==> config.mk <==
export PLATFORM = sky130hd
export DESIGN_NAME = riscv_cache_writebuffer_flat
export DESIGN_NICKNAME = d
export VERILOG_FILES = /design/src/rtl/riscv_cache_writebuffer_if.sv /design/src/rtl/riscv_cache_writebuffer.sv /design/src/flat_wrapper.sv
export SDC_FILE = /design/constraint.sdc
export NUM_CORES = 1
export LEC_CHECK = 0
export ABC_AREA = 1
export ABC_CLOCK_PERIOD_IN_PS = 3600
export CAP_MARGIN = 30
export CORE_ASPECT_RATIO = 1.2
export CORE_UTILIZATION = 40
export CTS_BUF_LIST = sky130_fd_sc_hd__clkbuf_8
export DETAILED_ROUTE_END_ITERATION = 10
export GPL_TIMING_DRIVEN = 0
export PLACE_DENSITY_LB_ADDON = 0.3
export SLEW_MARGIN = 20
export SYNTH_ARGS = -nofsm -noshare
export SYNTH_HDL_FRONTEND = slang
export SYNTH_SLANG_ARGS = --single-unit
==> constraint.sdc <==
create_clock -name clk_i -period 3.6 [get_ports clk_i]
set_input_delay 0.54 -clock clk_i [delete_from_list [all_inputs] [get_ports clk_i]]
set_output_delay 0.54 -clock clk_i [all_outputs]
set_load 0.03 [all_outputs]
==> src/rtl/riscv_cache_writebuffer_if.sv <==
// riscv_cache_writebuffer_if: push, drain and forwarding signals of the cache write buffer
interface riscv_cache_writebuffer_if #(
  parameter int XLEN       = 32,
  parameter int SIZE       = 64,
  parameter int BLOCK_SIZE = XLEN,
  parameter int WAYS       = 2,
  parameter int IDX_BITS   = $clog2(SIZE*1024*8/BLOCK_SIZE/WAYS)
);
  logic                invalidate_i;
  logic                wr_req_i;
  logic [IDX_BITS-1:0] wr_idx_i;
  logic [WAYS-1:0]     wr_way_i;
  logic [XLEN-1:0]     wr_data_i;
  logic [XLEN/8-1:0]   wr_be_i;
  logic                full_o;
  logic                empty_o;
  logic                mem_we_o;
  logic [IDX_BITS-1:0] mem_idx_o;
  logic [WAYS-1:0]     mem_way_o;
  logic [XLEN-1:0]     mem_data_o;
  logic [XLEN/8-1:0]   mem_be_o;
  logic                mem_gnt_i;
  logic [IDX_BITS-1:0] rd_idx_i;
  logic [WAYS-1:0]     rd_way_i;
  logic [XLEN/8-1:0]   fwd_be_o;
  logic [XLEN-1:0]     fwd_data_o;
  modport slave (
    input  invalidate_i, wr_req_i, wr_idx_i, wr_way_i, wr_data_i, wr_be_i, mem_gnt_i, rd_idx_i, rd_way_i,
    output full_o, empty_o, mem_we_o, mem_idx_o, mem_way_o, mem_data_o, mem_be_o, fwd_be_o, fwd_data_o
  );
  modport master (
    output invalidate_i, wr_req_i, wr_idx_i, wr_way_i, wr_data_i, wr_be_i, mem_gnt_i, rd_idx_i, rd_way_i,
    input  full_o, empty_o, mem_we_o, mem_idx_o, mem_way_o, mem_data_o, mem_be_o, fwd_be_o, fwd_data_o
  );
endinterface

==> src/rtl/riscv_cache_writebuffer.sv <==
// riscv_cache_writebuffer: in-order store buffer feeding the cache data memory, with byte forwarding to loads.
// Defining RV_CACHE_WB_MERGE_EN lets a push to the youngest entry's idx/way merge into it.
module riscv_cache_writebuffer #(
  parameter int XLEN       = 32,
  parameter int SIZE       = 64,
  parameter int BLOCK_SIZE = XLEN,
  parameter int WAYS       = 2,
  parameter int DEPTH      = 4
) (
  input logic clk_i,
  input logic rst_i,
  riscv_cache_writebuffer_if.slave bus
);
  localparam int IDX_BITS = $clog2(SIZE*1024*8/BLOCK_SIZE/WAYS);
  localparam int PW = $clog2(DEPTH);
  localparam int NB = XLEN/8;
  localparam logic [PW:0] FULL_CNT = (PW+1)'(DEPTH);
  if (DEPTH < 2 || (DEPTH & (DEPTH-1)) != 0) begin : g_depth_chk
    $error("DEPTH must be a power of 2 and at least 2");
  end
  logic [PW-1:0]       r_wr_ptr, r_rd_ptr;
  logic [PW:0]         r_count;
  logic [DEPTH-1:0]    r_valid;
  logic [IDX_BITS-1:0] r_idx  [DEPTH];
  logic [WAYS-1:0]     r_way  [DEPTH];
  logic [XLEN-1:0]     r_data [DEPTH];
  logic [NB-1:0]       r_be   [DEPTH];
  logic                w_head, w_pop, w_alloc, w_merge;
  logic [PW-1:0]       w_e;
  logic [NB-1:0]       w_fwd_be;
  logic [XLEN-1:0]     w_fwd_data;
  assign w_head = r_valid[r_rd_ptr];
  assign w_pop  = w_head && bus.mem_gnt_i;
`ifdef RV_CACHE_WB_MERGE_EN
  logic [PW-1:0] w_last;
  assign w_last  = r_wr_ptr - PW'(1);
  // a head leaving this cycle cannot absorb the push, so it allocates instead
  assign w_merge = bus.wr_req_i && r_valid[w_last] && r_idx[w_last] == bus.wr_idx_i &&
                   r_way[w_last] == bus.wr_way_i && !(w_pop && w_last == r_rd_ptr);
`else
  assign w_merge = 1'b0;
`endif
  assign w_alloc = bus.wr_req_i && !bus.full_o && !w_merge;
  assign bus.full_o     = r_count == FULL_CNT;
  assign bus.empty_o    = r_count == '0;
  assign bus.mem_we_o   = w_head;
  assign bus.mem_idx_o  = w_head ? r_idx[r_rd_ptr]  : '0;
  assign bus.mem_way_o  = w_head ? r_way[r_rd_ptr]  : '0;
  assign bus.mem_data_o = w_head ? r_data[r_rd_ptr] : '0;
  assign bus.mem_be_o   = w_head ? r_be[r_rd_ptr]   : '0;
  assign bus.fwd_be_o   = w_fwd_be;
  assign bus.fwd_data_o = w_fwd_data;
  always_ff @(posedge clk_i or posedge rst_i)
    if (rst_i) begin
      r_wr_ptr <= '0;
      r_rd_ptr <= '0;
      r_count  <= '0;
      r_valid  <= '0;
    end else if (bus.invalidate_i) begin
      r_wr_ptr <= '0;
      r_rd_ptr <= '0;
      r_count  <= '0;
      r_valid  <= '0;
    end else begin
      if (w_alloc) begin
        r_valid[r_wr_ptr] <= 1'b1;
        r_wr_ptr          <= r_wr_ptr + PW'(1);
      end
      if (w_pop) begin
        r_valid[r_rd_ptr] <= 1'b0;
        r_rd_ptr          <= r_rd_ptr + PW'(1);
      end
      r_count <= r_count + (PW+1)'(w_alloc) - (PW+1)'(w_pop);
    end
  always_ff @(posedge clk_i)
    if (w_alloc) begin
      r_idx[r_wr_ptr]  <= bus.wr_idx_i;
      r_way[r_wr_ptr]  <= bus.wr_way_i;
      r_data[r_wr_ptr] <= bus.wr_data_i;
      r_be[r_wr_ptr]   <= bus.wr_be_i;
    end
`ifdef RV_CACHE_WB_MERGE_EN
    else if (w_merge) begin
      for (int b = 0; b < NB; b++)
        if (bus.wr_be_i[b]) r_data[w_last][8*b +: 8] <= bus.wr_data_i[8*b +: 8];
      r_be[w_last] <= r_be[w_last] | bus.wr_be_i;
    end
`endif
  // walk oldest to youngest so later matches overwrite earlier bytes
  always_comb begin
    w_fwd_be   = '0;
    w_fwd_data = '0;
    w_e        = r_rd_ptr;
    for (int i = 0; i < DEPTH; i++) begin
      w_e = r_rd_ptr + PW'(i);
      if (r_valid[w_e] && r_idx[w_e] == bus.rd_idx_i && r_way[w_e] == bus.rd_way_i)
        for (int b = 0; b < NB; b++)
          if (r_be[w_e][b]) begin
            w_fwd_be[b]            = 1'b1;
            w_fwd_data[8*b +: 8]   = r_data[w_e][8*b +: 8];
          end
    end
  end
endmodule

==> src/flat_wrapper.sv <==
// flat-port wrapper written by rule: the top's interface ports become plain ports
module riscv_cache_writebuffer_flat 
#(
  parameter int XLEN       = 32,
  parameter int SIZE       = 64,
  parameter int BLOCK_SIZE = XLEN,
  parameter int WAYS       = 2,
  parameter int DEPTH      = 4
)
  (clk_i, rst_i, bus_invalidate_i, bus_wr_req_i, bus_wr_idx_i, bus_wr_way_i, bus_wr_data_i, bus_wr_be_i, bus_mem_gnt_i, bus_rd_idx_i, bus_rd_way_i, bus_full_o, bus_empty_o, bus_mem_we_o, bus_mem_idx_o, bus_mem_way_o, bus_mem_data_o, bus_mem_be_o, bus_fwd_be_o, bus_fwd_data_o);
  riscv_cache_writebuffer_if #(.XLEN(XLEN), .SIZE(SIZE), .BLOCK_SIZE(BLOCK_SIZE), .WAYS(WAYS)) bus_i ();
  input logic clk_i;
  input logic rst_i;
  input wire logic [$bits(bus_i.invalidate_i)-1:0] bus_invalidate_i;
  input wire logic [$bits(bus_i.wr_req_i)-1:0] bus_wr_req_i;
  input wire logic [$bits(bus_i.wr_idx_i)-1:0] bus_wr_idx_i;
  input wire logic [$bits(bus_i.wr_way_i)-1:0] bus_wr_way_i;
  input wire logic [$bits(bus_i.wr_data_i)-1:0] bus_wr_data_i;
  input wire logic [$bits(bus_i.wr_be_i)-1:0] bus_wr_be_i;
  input wire logic [$bits(bus_i.mem_gnt_i)-1:0] bus_mem_gnt_i;
  input wire logic [$bits(bus_i.rd_idx_i)-1:0] bus_rd_idx_i;
  input wire logic [$bits(bus_i.rd_way_i)-1:0] bus_rd_way_i;
  output wire logic [$bits(bus_i.full_o)-1:0] bus_full_o;
  output wire logic [$bits(bus_i.empty_o)-1:0] bus_empty_o;
  output wire logic [$bits(bus_i.mem_we_o)-1:0] bus_mem_we_o;
  output wire logic [$bits(bus_i.mem_idx_o)-1:0] bus_mem_idx_o;
  output wire logic [$bits(bus_i.mem_way_o)-1:0] bus_mem_way_o;
  output wire logic [$bits(bus_i.mem_data_o)-1:0] bus_mem_data_o;
  output wire logic [$bits(bus_i.mem_be_o)-1:0] bus_mem_be_o;
  output wire logic [$bits(bus_i.fwd_be_o)-1:0] bus_fwd_be_o;
  output wire logic [$bits(bus_i.fwd_data_o)-1:0] bus_fwd_data_o;
  assign bus_i.invalidate_i = bus_invalidate_i;
  assign bus_i.wr_req_i = bus_wr_req_i;
  assign bus_i.wr_idx_i = bus_wr_idx_i;
  assign bus_i.wr_way_i = bus_wr_way_i;
  assign bus_i.wr_data_i = bus_wr_data_i;
  assign bus_i.wr_be_i = bus_wr_be_i;
  assign bus_i.mem_gnt_i = bus_mem_gnt_i;
  assign bus_i.rd_idx_i = bus_rd_idx_i;
  assign bus_i.rd_way_i = bus_rd_way_i;
  assign bus_full_o = bus_i.full_o;
  assign bus_empty_o = bus_i.empty_o;
  assign bus_mem_we_o = bus_i.mem_we_o;
  assign bus_mem_idx_o = bus_i.mem_idx_o;
  assign bus_mem_way_o = bus_i.mem_way_o;
  assign bus_mem_data_o = bus_i.mem_data_o;
  assign bus_mem_be_o = bus_i.mem_be_o;
  assign bus_fwd_be_o = bus_i.fwd_be_o;
  assign bus_fwd_data_o = bus_i.fwd_data_o;
  riscv_cache_writebuffer #(.XLEN(XLEN), .SIZE(SIZE), .BLOCK_SIZE(BLOCK_SIZE), .WAYS(WAYS), .DEPTH(DEPTH)) u_core (.clk_i(clk_i), .rst_i(rst_i), .bus(bus_i));
endmodule
Word level (Yosys, flattened, before mapping)
Memories as Yosys holds them, arrays and structs flattened.
Index checks and enable logic that the tools add are counted.
Widths: inputs -> output; s select.
{"block": "op_classes", "add_sub_neg": 6, "magnitude_cmp": 7, "n_eq_ne": 9, "muxes": 67, "bitwise": 3, "n_reduce_logical": 16}
{"operator": "$mux 32", "n": 5}
{"operator": "$mux 8", "n": 16}
{"operator": "$eq 13x13->1", "n": 4}
{"operator": "$mux 4", "n": 9}
{"operator": "$mux 1", "n": 24}
{"operator": "$lt 2x3->1 const B", "n": 5}
{"operator": "$mux 13", "n": 1}
{"operator": "$logic_and 1x1->1", "n": 12}
{"operator": "$mux 2", "n": 5}
{"operator": "$bmux 1 s2", "n": 4}
{"operator": "$eq 2x2->1", "n": 4}
{"operator": "$add 2x1->2 const B", "n": 2}
{"operator": "$add 2x2->2 const B", "n": 2}
{"operator": "$and 4x4->4", "n": 1}
{"operator": "$demux 1 s2", "n": 2}
{"operator": "$ge 2x1->1 const B", "n": 2}
{"operator": "$not 4->4", "n": 1}
{"operator": "$or 4x4->4", "n": 1}
{"operator": "$reduce_bool 2->1", "n": 2}
{"operator": "$add 3x1->3", "n": 1}
{"operator": "$eq 3x3->1 const B", "n": 1}
{"operator": "$logic_not 3->1", "n": 1}
{"operator": "$mux 3", "n": 1}
{"operator": "$sub 3x1->3", "n": 1}
{"operator": "$logic_not 1->1", "n": 1}
{"block": "totals", "reg_bits": 11, "ram_bits": 204, "in_bits": 71, "output_inout_bits": 90, "word_cells": 116, "n_memories": 4}
{"name": "u_core.r_data", "words": 4, "width": 32, "rd": 4, "rd_ports_with_merged_regs": 0, "write_ports": 1, "line_no": "riscv_cache_writebuffer.sv:26", "source": "logic [XLEN-1:0] r_data [DEPTH];"}
{"name": "u_core.r_idx", "words": 4, "width": 13, "rd": 4, "rd_ports_with_merged_regs": 0, "write_ports": 1, "line_no": "riscv_cache_writebuffer.sv:24", "source": "logic [IDX_BITS-1:0] r_idx [DEPTH];"}
{"name": "u_core.r_be", "words": 4, "width": 4, "rd": 4, "rd_ports_with_merged_regs": 0, "write_ports": 1, "line_no": "riscv_cache_writebuffer.sv:27", "source": "logic [NB-1:0] r_be [DEPTH];"}
{"name": "u_core.r_way", "words": 4, "width": 2, "rd": 4, "rd_ports_with_merged_regs": 0, "write_ports": 1, "line_no": "riscv_cache_writebuffer.sv:25", "source": "logic [WAYS-1:0] r_way [DEPTH];"}

Longest topological paths before layout
Gate-level depths: netlist (run 1).
{"block": "depth", "ltp_word": 11, "ltp_mapped": 22}

Worst setup path before layout (run 1)
No wires, ideal clock.
{"block": "synth_path", "kind": "register to output", "start": "reg u_core.r_rd_ptr[1]", "end": "out bus_fwd_data_o[22]", "t_arrival_ns": 3.412, "required_ns": 3.060, "setup_slack_ns": -0.352, "stages_incl_launch_ff": 20, "path_buffers": 6, "cell_sequence": "dfrtp_1 -> clkbuf_1 -> inv_2 -> clkbuf_1 -> clkbuf_1 -> clkbuf_1 -> ha_1 -> inv_1 -> clkbuf_1 -> nand3_1 -> nand3_1 -> nand2_1 -> nor3_1 -> nand2_1 -> nor2_1 -> nand2_2 -> nor2_4 -> buf_4 -> o211ai_1 -> nand2_1"}
{"block": "synth_between", "elab_chain_len": 11}
{"element": "from (decl)", "line_no": "riscv_cache_writebuffer.sv:21", "source": "logic [PW-1:0] r_wr_ptr, r_rd_ptr;"}
{"element": "from (signal assigned)", "line_no": "riscv_cache_writebuffer.sv:71", "source": "r_rd_ptr <= r_rd_ptr + PW'(1);"}
{"element": "parallel branches: the longest is 10 deep, another holds $mem_v2 4x13"}
{"element": "$mux 32 (*)", "line_no": "riscv_cache_writebuffer.sv:96", "source": "if (r_valid[w_e] && r_idx[w_e] == bus.rd_idx_i && r_way[w_e] == bus.rd_way_i)"}
{"element": "to (decl)", "line_no": "flat_wrapper.sv:31", "source": "output wire logic [$bits(bus_i.fwd_data_o)-1:0] bus_fwd_data_o;"}
Every way passes the cells marked *. The select of a mux whose other input is x is not followed.

Worst setup path in the final report (run 1)
{"block": "layout_path", "start": "reg u_core.r_rd_ptr[0]", "end": "out bus_fwd_data_o[1]"}
The elaborated chain is that of the path after synthesis.

==> report_table.html, run 1 <==
<table>
<tr><th>Metric</th><th>Value</th></tr>
<tr><th colspan="2">Setup path</th></tr>
<tr><td>Endpoint class of the critical path</td><td>output pin</td></tr>
<tr><td>Data required time of the critical path</td><td>3.06 ns</td></tr>
<tr><td>Crit path arrival time</td><td>between 3 and 4 ns</td></tr>
<tr><td>Worst Setup Path Type</td><td>reg -&gt; out</td></tr>
<tr><td>Minimum setup slack among reg-to-reg paths</td><td>about 0.75 ns</td></tr>
<tr><td>Maximum net fanout on the critical path</td><td>8</td></tr>
<tr><td>Setup crit start kind</td><td>flip-flop</td></tr>
<tr><th colspan="2">Clock network</th></tr>
<tr><td>Clock insertion delay at the later pin of the skew report</td><td>0.61 ns</td></tr>
<tr><td>Maximum buffer depth of the clock tree</td><td>3</td></tr>
<tr><td>Clk root buf</td><td>sky130_fd_sc_hd__clkbuf_8</td></tr>
<tr><td>Clock H-tree levels</td><td>2</td></tr>
<tr><td>Clock buffers created by TritonCTS</td><td>39</td></tr>
<tr><td>Clock slew seen by the registers of the worst setup and hold paths</td><td>roughly 0.060 ns</td></tr>
<tr><td>Quantity of hold-fixing buffers added after cts</td><td>0</td></tr>
<tr><td>Clock tree sinks</td><td>215</td></tr>
<tr><td>TritonCTS clock tree</td><td>built</td></tr>
<tr><th colspan="2">Cells and area</th></tr>
<tr><td>Post-route non-filler standard cell count</td><td>2577</td></tr>
<tr><td>Area overhead of the layout relative to synthesis</td><td>31.0%</td></tr>
<tr><td>Net count, final</td><td>between 2000 and 2500</td></tr>
<tr><td>Layout cell share with drive strength beyond 1</td><td>18.4%</td></tr>
<tr><td>Antenna fix cells</td><td>0</td></tr>
<tr><th colspan="2">Die</th></tr>
<tr><td>Horizontal die dimension</td><td>175 um</td></tr>
<tr><td>Die Outline Area</td><td>approximately 36000 um2</td></tr>
<tr><td>Area of the core region</td><td>35100 um2</td></tr>
<tr><td>Die height</td><td>between 200 and 250 um</td></tr>
<tr><td>Boundary pin count</td><td>161</td></tr>
<tr><td>Row cnt</td><td>75</td></tr>
<tr><td>Effective utilization at floorplan</td><td>40.7%</td></tr>
<tr><th colspan="2">Drt</th></tr>
<tr><td>Per-cell via count in the routed design</td><td>between 5 and 6</td></tr>
<tr><td>1st-pass router iterations</td><td>6</td></tr>
<tr><td>Per-cell routed wire length</td><td>about 20 um</td></tr>
<tr><td>First-iteration detailed-routing DRC count</td><td>around 1400</td></tr>
<tr><td>Total detailed-routing wirelength</td><td>51700 um</td></tr>
<tr><td>Vias</td><td>14200</td></tr>
<tr><td>DRC viols</td><td>0</td></tr>
<tr><td>Antenna Violating Nets Remaining</td><td>0</td></tr>
<tr><th colspan="2">Synthesis</th></tr>
<tr><td>Yosys warning count</td><td>0</td></tr>
<tr><td>Dominant combinational cell family by area after synthesis</td><td>simple AND/OR/NAND/NOR gates</td></tr>
<tr><td>Synthesized instance count</td><td>1825</td></tr>
<tr><td>Synth cell types</td><td>30</td></tr>
<tr><td>Post-synthesis xor/xnor area fraction</td><td>0.306%</td></tr>
<tr><td>Net count of the mapped netlist</td><td>between 1500 and 2000</td></tr>
<tr><td>Mean Syn Cell Area</td><td>7.83 um2</td></tr>
<tr><td>Compound-cell area share of the yosys netlist</td><td>7.59%</td></tr>
<tr><td>Combined area of all synthesized cells</td><td>14300 um2</td></tr>
<tr><td>Area fraction in and, or, nand and nor cells after synthesis</td><td>29.2%</td></tr>
<tr><td>Multiplexer share of the synthesized area</td><td>9.25%</td></tr>
<tr><td>Synthesized-area fraction occupied by adder cells</td><td>1.02%</td></tr>
<tr><td>Number of register bits inferred by synthesis</td><td>about 220</td></tr>
<tr><td>Part of the Yosys area used for sequential elements</td><td>44.8%</td></tr>
<tr><th colspan="2">STA</th></tr>
<tr><td>Number of setup violations in the final report</td><td>36</td></tr>
<tr><td>Setup repair after global routing missed its margin</td><td>yes</td></tr>
<tr><td>Worst Max-Slew Pin Slew</td><td>roughly 0.77 ns</td></tr>
<tr><td>Crit path setup slack, layout</td><td>-0.523 ns</td></tr>
<tr><td>Endpoints failing hold</td><td>0</td></tr>
<tr><td>Maximum achievable frequency</td><td>243 MHz</td></tr>
<tr><td>Ratio of final minimum period to clock period</td><td>115%</td></tr>
<tr><td>Max Transition Viols Final</td><td>0</td></tr>
<tr><td>Worst clock skew</td><td>0.0405 ns</td></tr>
<tr><td>Clock period minus worst slack</td><td>~4 ns</td></tr>
<tr><td>Relative slew slack</td><td>48.1%</td></tr>
<tr><th colspan="2">Power</th></tr>
<tr><td>Pwr dens</td><td>approximately 550 nW/um2</td></tr>
<tr><td>Max rail drop VDD</td><td>between 300 and 400 uV</td></tr>
<tr><td>Pwr Total</td><td>10.3 mW</td></tr>
<tr><td>Comb power frac</td><td>~49%</td></tr>
<tr><td>Switching part of the total</td><td>44.3%</td></tr>
<tr><td>Seq pwr share</td><td>a little under a third</td></tr>
<tr><td>Net switching component of the power</td><td>4.56 mW</td></tr>
<tr><td>Internal Pwr Total</td><td>5.73 mW</td></tr>
<tr><td>Share of power burned in the clock network</td><td>20.5%</td></tr>
<tr><td>Leakage</td><td>8.06 nW</td></tr>
<tr><th colspan="2">Placed design</th></tr>
<tr><td>Half-perimeter wire length of the detailed placement result</td><td>35900 um</td></tr>
<tr><td>Buffers added on ports</td><td>159</td></tr>
<tr><td>Dpl cells</td><td>2458</td></tr>
<tr><td>Global placement routability congestion</td><td>0.983</td></tr>
<tr><td>Worst setup slack after placement</td><td>-1.85 ns</td></tr>
<tr><th colspan="2">Worst hold path</th></tr>
<tr><td>Worst hold path type</td><td>in -&gt; async</td></tr>
<tr><th colspan="2">GRT</th></tr>
<tr><td>Pin count of the biggest net entering global routing</td><td>19</td></tr>
<tr><td>Overall overflow remaining after global route</td><td>0</td></tr>
<tr><td>Number of antenna violations at the first check in global routing</td><td>1</td></tr>
<tr><td>All-layer global routing usage</td><td>27.8%</td></tr>
<tr><td>First-pass GRT wire length</td><td>between 70000 and 80000 um</td></tr>
<tr><td>Via count of the first global-routing pass</td><td>14000</td></tr>
<tr><th colspan="2">Run</th></tr>
<tr><td>MaxCap Viol Count</td><td>0</td></tr>
<tr><th colspan="2">Run status</th></tr>
<tr><td>Failing checks</td><td>negative setup slack</td></tr>
<tr><td>Result of the run</td><td>finished with violations</td></tr>
</table>
## logic make-up (layout without fill, tap and decap cells)
family,Yosys count,count (layout)
AOI/OAI and AO/OA,199,199
xor gates and xnor gates,5,5
adders and majority gates,11,11
buffers and inverters,266,555
DFF,215,215
muxes,132,132
and+or+nand+nor,997,998
## per-layer routing
layer,vias up,wire [um],GRT usage [%]
met2,729,24100,45.3
li1,6592,-,-
met3,174,4120,3.93
met1,6731,20800,35.8
met5,-,15,0
met4,2,2620,14.5
## path summary, 6_finish.rpt
path,cells after the start,from,endpoint
max,23,u_core.r_rd_ptr[0],bus_fwd_data_o[1]
min,2,rst_i,u_core.r_valid[3]
max reg2reg,14,u_core.r_rd_ptr[0],u_core.r_count[2]
min reg2reg,3,u_core.r_count[2],u_core.r_count[2]
max in group asynchronous,2,rst_i,u_core.r_rd_ptr[1]
min in group clk_i,3,u_core.r_count[2],u_core.r_count[2]
## final cells by class
class	instances	area, um2
Fill cell	3279	16400
Clock inverter	27	130
Multi-Input combinational cell	1345	7300
Inverter	175	674
Timing Repair Buffer	224	2380
Sequential cell	215	6400
Tap cell	462	578
Buffer	89	703
Clock buffer	40	551
## Yosys cell counts
library cell               instances  area, um2
sky130_fd_sc_hd__buf_6             6       67.6
sky130_fd_sc_hd__fa_1              1       20.0
sky130_fd_sc_hd__clkbuf_1         31        116
sky130_fd_sc_hd__dfrtp_1          11        275
sky130_fd_sc_hd__nand3b_1         10       75.1
sky130_fd_sc_hd__nand2_1         552       2070
sky130_fd_sc_hd__nor2_2            6       37.5
sky130_fd_sc_hd__ha_1             10        125
sky130_fd_sc_hd__buf_4             9       67.6
sky130_fd_sc_hd__nand3_4           4       70.1
sky130_fd_sc_hd__inv_2             2       7.51
sky130_fd_sc_hd__nor2_4           10        113
sky130_fd_sc_hd__nand2_2           3       18.8
sky130_fd_sc_hd__nor3_1            3       15.0
sky130_fd_sc_hd__buf_2            34        170
sky130_fd_sc_hd__nand3_1         188        941
sky130_fd_sc_hd__o21ai_1           7       35.0
sky130_fd_sc_hd__clkinv_1          1       3.75
sky130_fd_sc_hd__o22ai_1           2       12.5
sky130_fd_sc_hd__o21ai_0         144        721
sky130_fd_sc_hd__inv_1           172        646
sky130_fd_sc_hd__o21ai_2           1       8.76
sky130_fd_sc_hd__mux2i_1         132       1320
sky130_fd_sc_hd__nand4_1           1       6.26
sky130_fd_sc_hd__xor2_1            5       43.8
sky130_fd_sc_hd__nor2_1          220        826
sky130_fd_sc_hd__edfxtp_1        204       6130
sky130_fd_sc_hd__o211ai_1         33        248
sky130_fd_sc_hd__buf_1            11       41.3
sky130_fd_sc_hd__a21oi_1          12       60.1
## power groups by stage
| stage | logic (mW) | clock network, mW | registers, mW |
|---|---|---|---|
| after floorplan | 2.86 | 0 | 3.20 |
| after global placement | 4.39 | 0 | 3.25 |
| after detailed placement | 4.57 | 0 | 3.21 |
| after CTS | 4.79 | 2.15 | 3.17 |
| after global routing | 5.36 | 2.25 | 3.19 |
| final | 5.01 | 2.11 | 3.17 |
## through the flow
step / hold slack (ns) / setup TNS [ns] / utilization (%) / instance area [um2]
6_report: 0.280 / -17.06 / 53.4 / 18700
5_1_grt: 0.312 / -21.65 / 53.4 / 18700
4_1_cts: 0.276 / -18.43 / 52.4 / 18400
3_5_place_dp: 0.564 / -71.14 / 48.1 / 16900
3_3_place_gp: 0.552 / -628.27 / 47.1 / 16500
2_1_floorplan: 0.392 / 0 / - / 14400
## cell usage in the layout, fill, tap and decap left out, types with 4 or more instances in the layout
master,instances
sky130_fd_sc_hd__buf_1,8
sky130_fd_sc_hd__buf_2,18
sky130_fd_sc_hd__inv_1,178
sky130_fd_sc_hd__nand3_4,8
sky130_fd_sc_hd__buf_8,6
sky130_fd_sc_hd__buf_16,9
sky130_fd_sc_hd__mux2i_1,132
sky130_fd_sc_hd__clkdlybuf4s15_1,4
sky130_fd_sc_hd__clkinv_1,7
sky130_fd_sc_hd__nand3b_1,10
sky130_fd_sc_hd__nor2_4,36
sky130_fd_sc_hd__clkbuf_1,9
sky130_fd_sc_hd__clkbuf_8,41
sky130_fd_sc_hd__o21ai_2,4
sky130_fd_sc_hd__buf_4,39
sky130_fd_sc_hd__nor2_2,20
sky130_fd_sc_hd__nand3_2,15
sky130_fd_sc_hd__clkinv_2,9
sky130_fd_sc_hd__o21ai_0,137
sky130_fd_sc_hd__buf_6,67
sky130_fd_sc_hd__buf_12,13
sky130_fd_sc_hd__clkbuf_2,29
sky130_fd_sc_hd__nand3_1,170
sky130_fd_sc_hd__ha_1,9
sky130_fd_sc_hd__dlygate4sd2_1,30
sky130_fd_sc_hd__nor2_1,180
sky130_fd_sc_hd__o21ai_1,11
sky130_fd_sc_hd__clkdlybuf4s50_1,72
sky130_fd_sc_hd__o211ai_1,33
sky130_fd_sc_hd__nand2_2,51
sky130_fd_sc_hd__nand2_1,503
sky130_fd_sc_hd__dfrtp_1,9
sky130_fd_sc_hd__xor2_1,4
sky130_fd_sc_hd__a21oi_1,10
sky130_fd_sc_hd__edfxtp_1,204
## repair_timing
action / CTS / global route
endpoints found under the setup margin: 88 / 84
resized for setup: 462 / 113
pin swaps: 31 / 49
buffers inserted: 32 / 15
cloned: 8 / 0
## critical path, stage by stage, from the launching register on
cell                       delay (ns)
sky130_fd_sc_hd__dfrtp_2         0.42
sky130_fd_sc_hd__clkinv_4        0.10
sky130_fd_sc_hd__buf_8           0.14
sky130_fd_sc_hd__buf_12          0.13
sky130_fd_sc_hd__ha_4            0.27
sky130_fd_sc_hd__buf_12          0.15
sky130_fd_sc_hd__buf_8           0.13
sky130_fd_sc_hd__buf_6           0.12
sky130_fd_sc_hd__nand3_4         0.08
sky130_fd_sc_hd__nand2_2         0.05
sky130_fd_sc_hd__nand2_1         0.07
sky130_fd_sc_hd__nand2_2         0.08
sky130_fd_sc_hd__nor2_1          0.09
sky130_fd_sc_hd__nand2_1         0.11
sky130_fd_sc_hd__nor2_4          0.14
sky130_fd_sc_hd__buf_12          0.14
sky130_fd_sc_hd__nand3_4         0.14
sky130_fd_sc_hd__buf_6           0.16
sky130_fd_sc_hd__nor2_2          0.07
sky130_fd_sc_hd__nor2_1          0.04
sky130_fd_sc_hd__nand2_1         0.07
sky130_fd_sc_hd__nand2_1         0.06
sky130_fd_sc_hd__nand2_2         0.10
sky130_fd_sc_hd__buf_6           0.14
## state kept, by name, summed over array words and instances (netlist names)
signal and cells:
u_core.r_data 128, u_core.r_idx 52, u_core.r_be 16, u_core.r_way 8, u_core.r_valid 4, u_core.r_count 3, u_core.r_rd_ptr 2, u_core.r_wr_ptr 2
Note: power is estimated with default switching activity, not from simulation.
==> run 2: changes to the inputs <==
--- a/config.mk
+++ b/config.mk
@@ -12,6 +12,7 @@
 export CORE_UTILIZATION = 40
 export CTS_BUF_LIST = sky130_fd_sc_hd__clkbuf_8
 export DETAILED_ROUTE_END_ITERATION = 10
+export DONT_BUFFER_PORTS = 1
 export GPL_TIMING_DRIVEN = 0
 export PLACE_DENSITY_LB_ADDON = 0.3
 export SLEW_MARGIN = 20
==> run 2 against run 1 <==
Effect of this change:
- the run still ends with negative setup slack left
- combinational power fell by 2%
- sequential cell count did not move
- via count shrank 5.4%
- non-clock buffer count down 168
- sequential power hardly changed
- die area is the same
- hold slack got worse by 0.25 ns
- largest cell class unchanged
==> report_table.html, run 2 (synthesized netlist as in run 1, its figures left out) <==
<table>
<tr><th>Metric</th><th>Value</th></tr>
<tr><th colspan="2">GRT</th></tr>
<tr><td>Via count of the first global-routing pass</td><td>13200 (-5.4%)</td></tr>
<tr><td>Met2 usage in global routing</td><td>45.8% (+0.59 points)</td></tr>
<tr><td>First-pass GRT wire length</td><td>76200 um (-0.97%)</td></tr>
<tr><td>All-layer global routing usage</td><td>27.5% (-0.26 points)</td></tr>
<tr><td>Fraction of met1 tracks used by global routing</td><td>33.7% (-2.1 points)</td></tr>
<tr><td>Overall overflow remaining after global route</td><td>0 (unchanged)</td></tr>
<tr><td>Global routing's busiest layer</td><td>met2</td></tr>
<tr><td>Number of antenna violations at the first check in global routing</td><td>0 (-1)</td></tr>
<tr><td>Met3 track utilization from global routing</td><td>6.84% (+2.9 points)</td></tr>
<tr><td>Pin count of the biggest net entering global routing</td><td>19 (unchanged)</td></tr>
<tr><th colspan="2">Drt</th></tr>
<tr><td>DRC viols</td><td>0 (unchanged)</td></tr>
<tr><td>Vias</td><td>13500 (-5.4%)</td></tr>
<tr><td>Per-cell routed wire length</td><td>21.0 um (+4.7%)</td></tr>
<tr><td>1st-pass router iterations</td><td>5 (-1)</td></tr>
<tr><td>Total detailed-routing wirelength</td><td>50700 um (-1.9%)</td></tr>
<tr><td>Per-cell via count in the routed design</td><td>5.58 (+1.0%)</td></tr>
<tr><td>First-iteration detailed-routing DRC count</td><td>1250 (-11%)</td></tr>
<tr><td>Antenna Violating Nets Remaining</td><td>0 (unchanged)</td></tr>
<tr><th colspan="2">Placed design</th></tr>
<tr><td>Global placement routability congestion</td><td>0.983 (unchanged)</td></tr>
<tr><td>Dpl cells</td><td>2299 (-6.5%)</td></tr>
<tr><td>Buffers added on ports</td><td>0 (-100%)</td></tr>
<tr><td>Half-perimeter wire length of the detailed placement result</td><td>35600 um (-0.76%)</td></tr>
<tr><td>Area after DPL</td><td>15300 um2 (-9.3%)</td></tr>
<tr><td>Worst setup slack after placement</td><td>-1.33 ns (+0.525 ns)</td></tr>
<tr><th colspan="2">Cells and area</th></tr>
<tr><td>Area of combinational cells with multiple inputs</td><td>7680 um2 (+5.1%)</td></tr>
<tr><td>Register bank with the most flops</td><td>u_core.r_data</td></tr>
<tr><td>Net count, final</td><td>2002 (-7.8%)</td></tr>
<tr><td>Antenna fix cells</td><td>0 (unchanged)</td></tr>
<tr><td>Layout cell share with drive strength beyond 1</td><td>19.8% (+1.4 points)</td></tr>
<tr><td>Reg area</td><td>6400 um2 (unchanged)</td></tr>
<tr><td>Number of fill cells</td><td>3362 (+2.5%)</td></tr>
<tr><td>Area overhead of the layout relative to synthesis</td><td>23.2%</td></tr>
<tr><td>Area of all placed cells without fillers</td><td>17600 um2 (-6.0%)</td></tr>
<tr><td>Most common cell after layout, fill and taps aside</td><td>sky130_fd_sc_hd__nand2_1</td></tr>
<tr><td>Post-route non-filler standard cell count</td><td>2413 (-6.4%)</td></tr>
<tr><td>Leading cell types in the layout, fill and taps excluded</td><td>sky130_fd_sc_hd__nand2_1, sky130_fd_sc_hd__edfxtp_1, sky130_fd_sc_hd__inv_1</td></tr>
<tr><td>Largest register FFs</td><td>128 (unchanged)</td></tr>
<tr><td>Largest regs</td><td>u_core.r_data x128, u_core.r_idx x52, u_core.r_be x16</td></tr>
<tr><th colspan="2">Die</th></tr>
<tr><td>Row cnt</td><td>75 (unchanged)</td></tr>
<tr><td>Area of the core region</td><td>35100 um2 (unchanged)</td></tr>
<tr><td>Horizontal die dimension</td><td>175 um (unchanged)</td></tr>
<tr><td>Effective utilization at floorplan</td><td>40.7% (unchanged)</td></tr>
<tr><td>Die height</td><td>209 um (unchanged)</td></tr>
<tr><td>Boundary pin count</td><td>161 (unchanged)</td></tr>
<tr><td>Die Outline Area</td><td>36500 um2 (unchanged)</td></tr>
<tr><th colspan="2">Setup path</th></tr>
<tr><td>FF-to-FF path depth</td><td>13 (-1)</td></tr>
<tr><td>Crit path arrival time</td><td>3.60 ns (+0.02 ns)</td></tr>
<tr><td>Launch point of the worst reg-to-reg path</td><td>u_core.r_rd_ptr[0]</td></tr>
<tr><td>Data required time of the critical path</td><td>3.06 ns (about the same)</td></tr>
<tr><td>Minimum setup slack among reg-to-reg paths</td><td>0.66 ns (-0.09 ns)</td></tr>
<tr><td>Worst Setup Path Type</td><td>reg -&gt; out</td></tr>
<tr><td>CP max stage cell</td><td>sky130_fd_sc_hd__dfrtp_2</td></tr>
<tr><td>Endpoint class of the critical path</td><td>output pin</td></tr>
<tr><td>Setup crit start kind</td><td>flip-flop</td></tr>
<tr><td>Chain of cells forming the critical path</td><td>inv_4 -&gt; clkbuf_16 -&gt; clkbuf_16 -&gt; clkbuf_16 -&gt; ha_4 -&gt; buf_12 -&gt; bufbuf_16 -&gt; nand3_2 -&gt; nand3_2 -&gt; nand2_2 -&gt; nor2_2 -&gt; nand2_2 -&gt; nor2_4 -&gt; buf_12 -&gt; nand3_4 -&gt; buf_6 -&gt; buf_4 -&gt; nand3_1 -&gt; nand2_1 -&gt; nand2_2 -&gt; nand2_4</td></tr>
<tr><td>Stage delay of the slowest cell on the critical path</td><td>0.40 ns (-0.02 ns)</td></tr>
<tr><td>End of the worst register-to-register path</td><td>u_core.r_count[2]</td></tr>
<tr><td>Maximum net fanout on the critical path</td><td>4 (-4)</td></tr>
<tr><th colspan="2">Clock network</th></tr>
<tr><td>Clock slew seen by the registers of the worst setup and hold paths</td><td>0.06 ns (about the same)</td></tr>
<tr><td>Clk root buf</td><td>sky130_fd_sc_hd__clkbuf_8</td></tr>
<tr><td>Clock insertion delay at the later pin of the skew report</td><td>0.59 ns (-0.02 ns)</td></tr>
<tr><td>Maximum buffer depth of the clock tree</td><td>3 (unchanged)</td></tr>
<tr><td>Clock buffers created by TritonCTS</td><td>39 (unchanged)</td></tr>
<tr><td>Clock H-tree levels</td><td>2 (unchanged)</td></tr>
<tr><td>TritonCTS clock tree</td><td>built</td></tr>
<tr><td>Clock tree sinks</td><td>215 (unchanged)</td></tr>
<tr><th colspan="2">Power</th></tr>
<tr><td>Pwr dens</td><td>590 nW/um2 (+7.3%)</td></tr>
<tr><td>Switching part of the total</td><td>44.7% (+0.40 points)</td></tr>
<tr><td>Net switching component of the power</td><td>4.64 mW (+1.8%)</td></tr>
<tr><td>Pwr Total</td><td>10.4 mW (+0.90%)</td></tr>
<tr><td>Internal Pwr Total</td><td>5.74 mW (+0.18%)</td></tr>
<tr><td>Seq pwr share</td><td>30.6% (-0.2 points)</td></tr>
<tr><td>Share of power burned in the clock network</td><td>22.0% (+1.5 points)</td></tr>
<tr><td>Leakage</td><td>7.28 nW (-9.8%)</td></tr>
<tr><td>Comb power frac</td><td>47.4% (-1.3 points)</td></tr>
<tr><td>Max rail drop VDD</td><td>360 uV (+13%)</td></tr>
<tr><th colspan="2">Worst hold path</th></tr>
<tr><td>Worst hold start</td><td>bus_invalidate_i</td></tr>
<tr><td>Hold worst-path end</td><td>u_core.r_count[1]</td></tr>
<tr><td>Worst Hold Depth</td><td>1</td></tr>
<tr><td>Worst hold path type</td><td>in -&gt; reg</td></tr>
<tr><th colspan="2">STA</th></tr>
<tr><td>Setup repair after global routing missed its margin</td><td>yes</td></tr>
<tr><td>Number of setup violations in the final report</td><td>36 (unchanged)</td></tr>
<tr><td>Relative slew slack</td><td>33.2% (-15 points)</td></tr>
<tr><td>Worst hold slack across all endpoints</td><td>0.0337 ns (-0.247 ns)</td></tr>
<tr><td>Endpoints failing hold</td><td>0 (unchanged)</td></tr>
<tr><td>Clock period minus worst slack</td><td>4.14 ns (+0.0123 ns)</td></tr>
<tr><td>Crit path setup slack, layout</td><td>-0.536 ns (-0.0123 ns)</td></tr>
<tr><td>Worst clock skew</td><td>0.0290 ns (-0.0115 ns)</td></tr>
<tr><td>Maximum achievable frequency</td><td>242 MHz (-0.30%)</td></tr>
<tr><td>Max Transition Viols Final</td><td>0 (unchanged)</td></tr>
<tr><td>Worst Max-Slew Pin Slew</td><td>0.994 ns (+0.224 ns)</td></tr>
<tr><td>Ratio of final minimum period to clock period</td><td>115% (+0.34 points)</td></tr>
<tr><th colspan="2">Run status</th></tr>
<tr><td>Failing checks</td><td>negative setup slack</td></tr>
<tr><td>Result of the run</td><td>finished with violations</td></tr>
<tr><th colspan="2">Run</th></tr>
<tr><td>MaxCap Viol Count</td><td>0 (unchanged)</td></tr>
</table>
## run 2: cell types whose count changed in the layout (fill, tap and decap cells not counted), moves of 17 or more
cell,change
sky130_fd_sc_hd__nor2_2,+24
sky130_fd_sc_hd__buf_6,-45
sky130_fd_sc_hd__nor2_1,-42
sky130_fd_sc_hd__nor2_4,+18
sky130_fd_sc_hd__nand2_1,-27
sky130_fd_sc_hd__o21ai_0,-21
sky130_fd_sc_hd__dlygate4sd2_1,-30
sky130_fd_sc_hd__nand2_4,+31
sky130_fd_sc_hd__o21ai_1,+23
sky130_fd_sc_hd__clkdlybuf4s50_1,-72
sky130_fd_sc_hd__clkbuf_2,-17
## run 2: final cells by class
type                    count  area share, %
plain buffers              90           4.10
clock buffers              39           3.05
clock inverters            33           1.22
inverters                 175           3.83
multi-input cells        1344           43.6
flip-flops and latches    215           36.4
well taps                 462           3.28
repair buffers             55           4.55
## run 2: power groups by stage
stage | logic [mW] | clock network, mW | registers (mW)
3_5_place_dp | 4.07 | 0 | 3.22
6_report | 4.92 | 2.29 | 3.18
3_3_place_gp | 3.87 | 0 | 3.26
2_1_floorplan | 2.86 | 0 | 3.20
4_1_cts | 4.73 | 2.31 | 3.17
5_1_grt | 5.28 | 2.43 | 3.20
## run 2: metal layers
layer,wire length [um],share of wire [%]
met1,19900,39
met2,24100,48
met3,4680,9.2
met4,1990,3.9
met5,0,0
## run 2: stage by stage
stage | TNS (ns) | util (%)
finish | -17.18 | 50.2
CTS | -16.52 | 49.6
global route | -21.97 | 50.2
detailed placement | -49.19 | 43.6
floorplan | 0 | -
global placement | -509.83 | 42.6
## run 2: timing repair
| item | CTS | global route |
|---|---|---|
| endpoints found under the setup margin | 88 | 81 |
| setup buffers | 31 | 2 |
| gates resized for setup | 271 | 80 |
| hold endpoints to repair | 11 | 0 |
| cloned | 8 | 1 |
| hold buffers | 1 | 0 |
| pin swaps | 57 | 31 |
## run 2: how the worst max path moves through the flow
stage	slack (ns)	startpoint	end	cells past startpoint
after CTS	-0.50	u_core.r_rd_ptr[1]	bus_fwd_be_o[1]	21
final	-0.54	u_core.r_rd_ptr[1]	bus_fwd_data_o[9]	21
after global placement	-2.36	u_core.r_count[2]	u_core.r_valid[1]	7
after global routing	-0.65	u_core.r_rd_ptr[1]	bus_fwd_data_o[10]	21
after detailed placement	-1.33	u_core.r_rd_ptr[1]	bus_fwd_data_o[16]	14
after floorplan	0.02	u_core.r_rd_ptr[1]	bus_fwd_be_o[0]	17
## run 2: worst max-delay path, delay by kind of cell (launching register included)
family,cells,cell delay [ns]
and+or+nand+nor,11,1.00
buffers and inverters,9,1.29
adders and majority gates,1,0.34
DFF,1,0.40
